`config.mk`:
```
export PLATFORM = sky130hd
export DESIGN_NAME = midi_message_parser
export DESIGN_NICKNAME = d
export VERILOG_FILES = /design/src/rtl/midi_message_parser.sv
export SDC_FILE = /design/constraint.sdc
export NUM_CORES = 1
export LEC_CHECK = 0
export CAP_MARGIN = 20
export CORE_ASPECT_RATIO = 1.75
export CORE_UTILIZATION = 50
export CTS_BUF_LIST = sky130_fd_sc_hd__clkbuf_16
export DETAILED_ROUTE_END_ITERATION = 8
export PLACE_DENSITY = 0.84
export SLEW_MARGIN = 20
export SYNTH_ARGS = -nofsm -noshare
export SYNTH_HDL_FRONTEND = slang
export SYNTH_SLANG_ARGS = --single-unit
```
`constraint.sdc`:
```
create_clock -name clk -period 3.3 [get_ports clk]
set_clock_uncertainty 0.1 [all_clocks]
set_input_delay 0.33 -clock clk [delete_from_list [all_inputs] [get_ports clk]]
set_output_delay 0.33 -clock clk [all_outputs]
set_load 0.03 [all_outputs]
```
`src/rtl/midi_message_parser.sv`:
```
// MIDI channel-message parser: rebuilds note and control-change events from the
// UART byte stream, honouring running status and ignoring real-time/system traffic.
module midi_message_parser #(
   parameter logic       CHANNEL_FILTER_EN = 1'b0,
   parameter logic [3:0] CHANNEL           = 4'd9
) (
   input  logic       clk,
   input  logic       rst,
   input  logic       din_valid,
   input  logic [7:0] din,
   output logic       note_valid,
   output logic       note_on,
   output logic [3:0] note_channel,
   output logic [6:0] note_num,
   output logic [6:0] note_velocity,
   output logic       cc_valid,
   output logic [3:0] cc_channel,
   output logic [6:0] cc_num,
   output logic [6:0] cc_value
);

   typedef enum logic [1:0] {
      NO_STATUS,
      WAIT_D1,
      WAIT_D2,
      SKIP
   } state_t;

   state_t     state_q, state_d;
   logic [7:0] status_q, status_d;
   logic [6:0] d1_q, d1_d;

   logic       note_valid_d, note_on_d, cc_valid_d;
   logic [3:0] note_channel_d, cc_channel_d;
   logic [6:0] note_num_d, note_velocity_d, cc_num_d, cc_value_d;
   logic       chan_ok;

   assign chan_ok = !CHANNEL_FILTER_EN || (status_q[3:0] == CHANNEL);

   always_ff @(posedge clk) begin
      if (rst) begin
         state_q       <= NO_STATUS;
         status_q      <= '0;
         d1_q          <= '0;
         note_valid    <= 1'b0;
         note_on       <= 1'b0;
         note_channel  <= '0;
         note_num      <= '0;
         note_velocity <= '0;
         cc_valid      <= 1'b0;
         cc_channel    <= '0;
         cc_num        <= '0;
         cc_value      <= '0;
      end else begin
         state_q       <= state_d;
         status_q      <= status_d;
         d1_q          <= d1_d;
         note_valid    <= note_valid_d;
         note_on       <= note_on_d;
         note_channel  <= note_channel_d;
         note_num      <= note_num_d;
         note_velocity <= note_velocity_d;
         cc_valid      <= cc_valid_d;
         cc_channel    <= cc_channel_d;
         cc_num        <= cc_num_d;
         cc_value      <= cc_value_d;
      end
   end

   always_comb begin
      state_d         = state_q;
      status_d        = status_q;
      d1_d            = d1_q;
      note_valid_d    = 1'b0;
      note_on_d       = note_on;
      note_channel_d  = note_channel;
      note_num_d      = note_num;
      note_velocity_d = note_velocity;
      cc_valid_d      = 1'b0;
      cc_channel_d    = cc_channel;
      cc_num_d        = cc_num;
      cc_value_d      = cc_value;

      if (din_valid) begin
         if (din[7:3] == 5'b11111) begin
            // real-time byte: transparent to the parser
         end else if (din[7:4] == 4'hF) begin
            state_d  = SKIP;
            status_d = '0;
         end else if (din[7]) begin
            state_d  = WAIT_D1;
            status_d = din;
         end else begin
            unique case (state_q)
               WAIT_D1: begin
                  d1_d = din[6:0];
                  // 0xCn/0xDn carry a single data byte, so the message closes here
                  state_d = (status_q[7:5] == 3'b110) ? WAIT_D1 : WAIT_D2;
               end
               WAIT_D2: begin
                  state_d = WAIT_D1;
                  if (chan_ok) begin
                     unique case (status_q[7:4])
                        4'h8, 4'h9: begin
                           note_valid_d    = 1'b1;
                           note_on_d       = status_q[4] && (din[6:0] != 7'd0);
                           note_channel_d  = status_q[3:0];
                           note_num_d      = d1_q;
                           note_velocity_d = note_on_d ? din[6:0] : 7'd0;
                        end
                        4'hB: begin
                           cc_valid_d   = 1'b1;
                           cc_channel_d = status_q[3:0];
                           cc_num_d     = d1_q;
                           cc_value_d   = din[6:0];
                        end
                        default: ;
                     endcase
                  end
               end
               default: ;
            endcase
         end
      end
   end

endmodule

```
==> flow_summary.yaml <==
synthesis:
  synth_top_area_cell: "dfxtp_1"
  yosysUniqueCellTypes: 33
  ys_seq_area_share_pct: 49.4
  ys_ff_latch: 56
  ys_warn_count: 0
  avgSynthCellArea_um2: 8.63
  async_reset_ff_share_pct: 0
  ys_top_cells_by_area: "dfxtp_1 49%, a21oi_1 9.9%, o21ai_0 9.3%"
  syn_nets: 276
  synth_ff_type: "dfxtp_1"
  synth_cells: 263
  synth_edf_count: 0
  synth_area_mm2: 0.00227
  synth_top_area_share_pct: 49.4
cells_and_area:
  mostFrequentLayoutCells: "56 x dfxtp_1, 48 x clkdlybuf4s50_1, 45 x a21oi_1"
  antenna_cells: 0
  final_cells: 347
  utilization_pct: 65.6
  syn_to_final_growth_pct: 26.3
  final_common_cell: "dfxtp_1"
  nNetsFinal: 308
  final_area_mm2: 0.00286
  drive_gt1_share_pct: 5.07
sta:
  slew_viol_final: 0
  post-route-min-period_ns: 1.95
  hold_violations: 0
  whs_ns: 0.375
  post-route-period-util_pct: 59.1
  setup_viol: 0
  fmax_ghz: 0.513
  worstMarginPinSlew_ns: 0.733
  rsz0062_at_grt: "no"
  layout_setup_ws_ns: 1.35
  relSlewSlack_pct: 51.1
  tns_ns: 0
power_and_ir_drop:
  vdd_drop_max_mv: 0.338
  p_total_mw: 1.36
  powerDensity_mw_per_mm2: 475
  power_leakage_nw: 0.988
floorplan:
  design.core.area_mm2: 0.00436
  die-area_mm2: 0.00482
  die_y_um: 91.1
  die_w_um: 52.9
  start_util_pct: 52.0
  num_io_pins: 50
  row_count: 32
place:
  portBuffers: 49
  pre_cts_ws_ns: 1.09
  numPlacedInstances: 339
  dpl_cell_area_mm2: 0.00270
  post-dp-hpwl_mm: 3.60
  routabilityCongestion: 0.843
grt:
  grt_pass1_vias: 1988
  antenna_found_initial: 0
  gr-usage-all-layers_pct: 25.2
  grt_max_degree: 37
  overflow: 0
  grt_pass1_wl_mm: 9.16
cts:
  cts_tree: "yes"
  cts_max_level: 2
  clk_latency_ns: 0.29
  holdBufCountCts: 0
  cts_sinks: 56
  cts-buffers-inserted: 5
  cts_buffer_depth: 2
  cts_setup_buffers: 0
  cts_resized: 0
  ctsRootBufferMaster: "clkbuf_16"
  clk_transition_reported_paths_ns: 0.07
setup_path:
  end_kind: "flip-flop"
  critical_path.max_fanout: 36
  crit_type: "in -> reg"
  cpMaxStageDelayCell: "and4bb_2"
  worst-path-buf-inv: 1
  cp.required_ns: 3.40
  path_delay_family: "simple AND/OR/NAND/NOR gates"
  arrival_ns: 2.05
  start_kind: "primary input"
  max_stage_delay_ns: 0.80
  path_cells: "clkdlybuf4s50_1 > and4bb_2 > nand3_1 > a21oi_1"
detailed_routing:
  antenna_left: 0
  drt-pass1-iter-count: 4
  drc_errors: 0
  wire_per_inst_um: 15.7
  vias_per_cell: 5.99
  dr_total_vias: 2077
  drtIter0Drc: 98
  wirelength_mm: 5.46
run:
  maxCapViolCount: 0
min_path:
  hold_class: "reg -> reg"
status:
  status: "complete, no violations"
==> routing by layer <==
layer | global-route usage, % | part of all wire (%) | wire length (µm) | vias up
li1 | - | - | - | 1011
met1 | 29.1 | 39 | 2120 | 968
met2 | 42.8 | 52 | 2850 | 82
met3 | 3.52 | 5.5 | 300 | 16
met4 | 13.2 | 3.6 | 194 | 0
met5 | 0 | 0 | 0 | -
==> synth_stat cells (2+ instances only) <==
master    number
mux2i_1        7
o21ai_0       42
nand3_1       38
nand2_1        3
inv_1          4
a21oi_1       45
a211oi_1       3
buf_4          6
o21ai_1        2
ha_1           2
nor2_1         8
dfxtp_1       56
clkbuf_1      11
buf_2          9
nand4_1        8
nor3_1         2
==> cell families after synthesis <==
| family | after synthesis | synth area share (%) |
|---|---|---|
| flops | 56 | 49.4 |
| simple gates | 70 | 17.0 |
| mux | 7 | 3.09 |
| buf+inv | 32 | 7.11 |
| compound gates | 96 | 22.3 |
| fa+ha+maj | 2 | 1.10 |
==> area by class of cell <==
class	count	area [µm²]
fillers	382	1500
flip-flops and latches	56	1120
multi-input cells	175	986
repair buffers	53	515
clock buffers	5	125
well taps	51	63.8
clock inverters	3	37.5
inverters	4	15.0
==> report_power, final <==
| part | switching, mW | internal (mW) | total, mW | leakage [nW] |
|---|---|---|---|---|
| registers | 0.00860 | 0.685 | 0.694 | 0.452 |
| clock network | 0.225 | 0.353 | 0.578 | 0.0789 |
| logic | 0.0591 | 0.0308 | 0.0899 | 0.456 |
==> worst reg2reg max path, delay by kind of cell (launching register included) <==
family	cells	cell delay, ns
flip-flops	1	0.54
AO/OA/AOI/OAI	2	0.61
AND/OR/NAND/NOR	1	0.54
==> state kept, by name, summed over array words and instances (netlist names), 4 cells and up <==
register       cells
cc_num             7
status_q           8
note_num           7
note_channel       4
cc_channel         4
note_velocity      7
d1_q               7
cc_value           7
==> worst paths after layout <==
check | slack [ns] | from | end | depth (start not counted)
max | 1.35 | din[7] | cc_value[0] | 4
min reg2reg | 0.37 | note_num[3] | note_num[3] | 2
max reg2reg | 1.37 | status_q[4] | cc_value[0] | 3
min | 0.37 | note_num[3] | note_num[3] | 2
Note: power is estimated with default switching activity, not from simulation.
